## src/rtl/pu_layer_ctrl.sv

```systemverilog
`default_nettype none
// pu_layer_ctrl: time-multiplexes one 8-input neuron processing unit over every neuron of a layer.
// Revision 1.0
module pu_layer_ctrl #(
  parameter int size    = 16,
  parameter int NEURONS = 8,
  parameter int RELU    = 1,
  parameter int AW      = 8
) (
  input  logic              clk,
  input  logic              rst_n,
  input  logic              start,
  input  logic [8*size-1:0] x_in,
  output logic              busy,
  output logic              done,
  output logic              mem_rd,
  output logic [AW-1:0]     mem_addr,
  input  logic [8*size-1:0] mem_w,
  input  logic [size-1:0]   mem_b,
  output logic [8*size-1:0] pu_x,
  output logic [8*size-1:0] pu_w,
  output logic [size-1:0]   pu_bias,
  input  logic [size-1:0]   pu_out,
  output logic              res_valid,
  input  logic              res_ready,
  output logic [AW-1:0]     res_idx,
  output logic [size-1:0]   res_data
);

  typedef enum logic [2:0] {
    S_IDLE  = 3'd0,
    S_FETCH = 3'd1,
    S_LOAD  = 3'd2,
    S_EVAL  = 3'd3,
    S_WRITE = 3'd4,
    S_DONE  = 3'd5
  } state_t;

  localparam logic [AW-1:0] LAST_IDX = AW'(NEURONS - 1);

  state_t          state;
  state_t          state_nxt;
  logic [AW-1:0]   cnt;
  logic            accept;
  logic            handshake;
  logic            last_neuron;
  logic            clamp;
  logic [size-1:0] eval_data;

  assign accept      = (state == S_IDLE) && start;
  assign handshake   = (state == S_WRITE) && res_ready;
  assign last_neuron = (cnt == LAST_IDX);
  assign clamp       = (RELU != 0) && pu_out[size-1];
  assign eval_data   = clamp ? '0 : pu_out;

  always_ff @(posedge clk or negedge rst_n) begin
    if (!rst_n) begin
      state <= S_IDLE;
    end else begin
      state <= state_nxt;
    end
  end

  always_comb begin
    state_nxt = state;
    busy      = 1'b1;
    done      = 1'b0;
    mem_rd    = 1'b0;
    res_valid = 1'b0;
    case (state)
      S_IDLE: begin
        busy = 1'b0;
        if (start) begin
          state_nxt = S_FETCH;
        end
      end
      S_FETCH: begin
        mem_rd    = 1'b1;
        state_nxt = S_LOAD;
      end
      S_LOAD: begin
        state_nxt = S_EVAL;
      end
      S_EVAL: begin
        state_nxt = S_WRITE;
      end
      S_WRITE: begin
        res_valid = 1'b1;
        if (res_ready) begin
          state_nxt = last_neuron ? S_DONE : S_FETCH;
        end
      end
      S_DONE: begin
        done      = 1'b1;
        state_nxt = S_IDLE;
      end
      default: begin
        busy      = 1'b0;
        state_nxt = S_IDLE;
      end
    endcase
  end

  // mem_addr is loaded on every entry to FETCH so it equals the counter there and holds elsewhere.
  always_ff @(posedge clk or negedge rst_n) begin
    if (!rst_n) begin
      cnt      <= '0;
      mem_addr <= '0;
      pu_x     <= '0;
      pu_w     <= '0;
      pu_bias  <= '0;
      res_idx  <= '0;
      res_data <= '0;
    end else begin
      if (accept) begin
        pu_x     <= x_in;
        cnt      <= '0;
        mem_addr <= '0;
      end
      if (state == S_LOAD) begin
        pu_w    <= mem_w;
        pu_bias <= mem_b;
      end
      if (state == S_EVAL) begin
        res_data <= eval_data;
        res_idx  <= cnt;
      end
      if (handshake && !last_neuron) begin
        cnt      <= cnt + 1'b1;
        mem_addr <= cnt + 1'b1;
      end
    end
  end

endmodule
`default_nettype wire
```

## config.mk

```make
export PLATFORM = sky130hd
export DESIGN_NAME = pu_layer_ctrl
export DESIGN_NICKNAME = d
export VERILOG_FILES = /design/src/rtl/pu_layer_ctrl.sv
export SDC_FILE = /design/constraint.sdc
export NUM_CORES = 1
export LEC_CHECK = 0
export BUFFER_PORTS_ARGS = -buffer_cell sky130_fd_sc_hd__clkbuf_2
export CAP_MARGIN = 10
export CORE_AREA = 2 2 231 233
export CTS_CLUSTER_SIZE = 30
export DETAILED_ROUTE_END_ITERATION = 10
export DIE_AREA = 0 0 233 235
export GPL_TIMING_DRIVEN = 0
export HOLD_SLACK_MARGIN = 0.02
export SYNTH_ARGS = -nofsm -noshare
export SYNTH_HDL_FRONTEND = slang
export SYNTH_SLANG_ARGS = --single-unit
```

## constraint.sdc

```tcl
create_clock -name clk -period 4.9 [get_ports clk]
set_clock_uncertainty 0.15 [all_clocks]
set_input_delay 0.98 -clock clk [delete_from_list [all_inputs] [get_ports clk]]
set_output_delay 0.98 -clock clk [all_outputs]
set_load 0.005 [all_outputs]
```

==> impl_metrics.env <==
export IMPL_status="completed"
export IMPL_cts_sinks=306
export IMPL_cts_tree="yes"
export IMPL_synth_area_top_cells="dfrtp_1 65%, mux2_2 14%, nand2_1 13%, buf_2 1.3%, o21ai_0 0.94%"
export IMPL_synth_cell_type_count=41
export IMPL_fillers=5388
export IMPL_die_y_um=235
export IMPL_required_ns=3.77
export IMPL_track_usage=0.1334
export IMPL_synthSimpleGateAreaFrac=0.1529
export IMPL_reg2reg_depth=6
export IMPL_clock_tree_buffer_depth=3
export IMPL_cts_hold_repair_buffers=0
export IMPL_timing_final_crit_share=0.5533
export IMPL_finalCriticalPeriod_ns=2.711
export IMPL_final_core_util=0.3214
export IMPL_drive_above_1_share=0.5123
export IMPL_grt_pass1_vias=9861
export IMPL_cts_clk_slew_worst_paths_ns=0.06
export IMPL_syn_area_per_cell_um2=11.73
export IMPL_setup_viol=0
export IMPL_netlist_area_leader_share=0.6524
export IMPL_cp_slowest_cell="dfrtp_1"
export IMPL_synth_edf_count=0
export IMPL_core_rowCount=84
export IMPL_p_per_area_nw_per_um2=666.9
export IMPL_vias_per_cell=4.074
export IMPL_clk_latency_ns=0.52
export IMPL_gp_congestion=0.8624
export IMPL_fin_ws_ns=2.189
export IMPL_clock_fmax_mhz=368.9
export IMPL_grt_max_degree=112
export IMPL_netlist_area_um2=11740
export IMPL_synth_fp_nets=1294
export IMPL_rrSetupSlack_ns=2.40
export IMPL_post_place_ws_ns=1.890
export IMPL_drv_cap=0
export IMPL_yosys_area_share_adder=0.001066
export IMPL_num_nets_final=1931
export IMPL_core_um2=52240
export IMPL_synth_cells=1001
export IMPL_synth_top_family_by_area="simple AND/OR/NAND/NOR gates"
export IMPL_io_buffer_count=598
export IMPL_worst_path_stages=3
export IMPL_crit_path_start="state[1]$_DFFE_PN0P_"
export IMPL_synth_xor_area_frac=0.001492
export IMPL_die_area_um2=54760
export IMPL_crit_family="flip-flops"
export IMPL_antenna_found_initial=1
export IMPL_cp_end_kind="output pin"
export IMPL_overflow=0
export IMPL_wl_per_cell_um=16.19
export IMPL_wl_um=38030
export IMPL_yosys_warnings=0
export IMPL_r2r_start="state[1]$_DFFE_PN0P_"
export IMPL_path_buf_inv=2
export IMPL_total_power_uw=11200
export IMPL_ys_ff_latch=306
export IMPL_htree_levels=2
export IMPL_first_pass_iters=4
export IMPL_path_cells="clkbuf_8 > nor3b_1 > clkbuf_2"
export IMPL_yosysSeqAreaShare=0.6524
export IMPL_synth_mux_area_frac=0.1449
export IMPL_min_path_type="reg2reg"
export IMPL_total_leakage_power_uw=0.008950
export IMPL_start_kind="flop"
export IMPL_cts_made_buffers=35
export IMPL_path_max_fanout=10
export IMPL_rsz0062_at_grt="false"
export IMPL_synth_top_area_cell="dfrtp_1"
export IMPL_root_buffer="clkbuf_16"
export IMPL_worstSetupEndpoint="res_valid"
export IMPL_synthTopCellsByCount="407 x nand2_1, 306 x dfrtp_1, 151 x mux2_2, 30 x buf_2, 22 x o21ai_0"
export IMPL_ctsResizeCount=0
export IMPL_hold_violations=0
export IMPL_drtIter0Drc=295
export IMPL_synth_most_common_cell="nand2_1"
export IMPL_slew_violations=0
export IMPL_worstSetupPathType="reg2out"
export IMPL_io_pin_count=600
export IMPL_postRouteAntennaNets=0
export IMPL_async_flop_share=1.000
export IMPL_die_w_um=233
export IMPL_setup_tns_ns=0
export IMPL_cts_setup_buffers=0
export IMPL_post_dp_hpwl_um=30070
export IMPL_synth_compound_area_frac=0.01812
export IMPL_max_slew_margin=0.4918
export IMPL_start_util=0.2247
export IMPL_tightestPinTransition_ns=0.7624
export IMPL_vias=9569
export IMPL_reg2reg_to="pu_x[11]$_DFFE_PN0P_"
export IMPL_area_growth_pct=43.02
export IMPL_slowest_delay_ns=0.40
export IMPL_worst_ir_drop_vdd_mv=0.3590
export IMPL_drc=0
export IMPL_cp_arrival_ns=1.58
export IMPL_diodes=0
export IMPL_grt_pass1_wl_um=55960
export IMPL_ys_flop_type="dfrtp_1"
-- how the worst min path moves through the flow --
stage	start	endpoint	slack (ns)	cells after the start
2_1_floorplan	pu_x[0]$_DFFE_PN0P_	pu_x[0]$_DFFE_PN0P_	0.32	2
3_3_place_gp	pu_x[3]$_DFFE_PN0P_	pu_x[3]$_DFFE_PN0P_	0.31	2
3_5_place_dp	pu_x[64]$_DFFE_PN0P_	pu_x[64]$_DFFE_PN0P_	0.31	2
4_1_cts	pu_x[51]$_DFFE_PN0P_	pu_x[51]$_DFFE_PN0P_	0.33	2
5_1_grt	pu_x[28]$_DFFE_PN0P_	pu_x[28]$_DFFE_PN0P_	0.35	2
6_report	pu_x[89]$_DFFE_PN0P_	pu_x[89]$_DFFE_PN0P_	0.32	2
-- through the flow --
| stage | hold slack [ns] | std cells | instance area, um2 |
|---|---|---|---|
| floorplan | 0.3197 | 1001 | 11740 |
| global placement | 0.3095 | 2287 | 15590 |
| detailed placement | 0.3143 | 2289 | 15660 |
| CTS | 0.3291 | 2349 | 16790 |
| global route | 0.3487 | 2349 | 16790 |
| finish | 0.3238 | 2349 | 16790 |
-- per-layer routing --
| layer | part of all wire | track usage |
|---|---|---|
| met1 | 0.35 | 0.1337 |
| met2 | 0.51 | 0.2447 |
| met3 | 0.095 | 0.04794 |
| met4 | 0.041 | 0.05945 |
| met5 | 0.00034 | 0 |
-- worst register-to-register path, cell delays in order (launching register included) --
cell and delay [ns]:
dfrtp_1 0.40, clkbuf_8 0.16, nor4b_1 0.47, clkbuf_1 0.63, buf_2 0.39, nand2_1 0.14
nand2_1 0.09
-- flip-flops by register name, summed over array words and instances (netlist names) --
name	flops
res_data	15
res_idx	8
pu_bias	16
state	3
mem_addr	8
pu_w	128
pu_x	128
-- layout by cell type, fill, tap and decap left out, drive strengths merged --
cell type / n
nor3b: 3
o211ai: 2
nand2: 407
a31o: 1
o31ai: 2
buf: 44
nor3: 1
clkinv: 6
ha: 1
nor2: 2
or3: 2
and4bb: 1
nand3b: 1
dfrtp: 306
nand2b: 15
o21a: 1
o22a: 1
nand4: 1
nand3: 8
nor4b: 1
o221ai: 1
o21ai: 22
or4b: 1
xnor2: 1
bufinv: 2
xor2: 1
clkbuf: 664
a21oi: 4
or4: 2
inv: 2
conb: 1
or2: 1
mux2: 151
and3: 1
and3b: 1
-- area by class of cell --
type | instances | area [um2] | area share
flip-flops and latches | 306 | 7657 | 0.4561
multi-input cells | 637 | 3741 | 0.2229
repair buffers | 600 | 3057 | 0.1821
clock buffers | 52 | 1042 | 0.06209
well taps | 688 | 860.8 | 0.05128
plain buffers | 56 | 331.6 | 0.01975
clock inverters | 8 | 90.09 | 0.005366
inverters | 2 | 7.507 | 0.0004472
-- where the power goes --
group	leakage [uW]	internal (uW)	switching [uW]	total, uW
registers	0.00374	3750	666	4420
clock network	0.000561	1570	1020	2590
logic	0.00465	2070	2120	4180
-- kinds of logic after synthesis --
family | count (synthesis)
adder cells (fa/ha/maj) | 1
multiplexers | 151
other | 1
XOR/XNOR | 2
buffers and inverters | 58
AND/OR/NAND/NOR | 448
AO/OA/AOI/OAI | 34
flip-flops | 306
(Power assumes the default switching activity.)
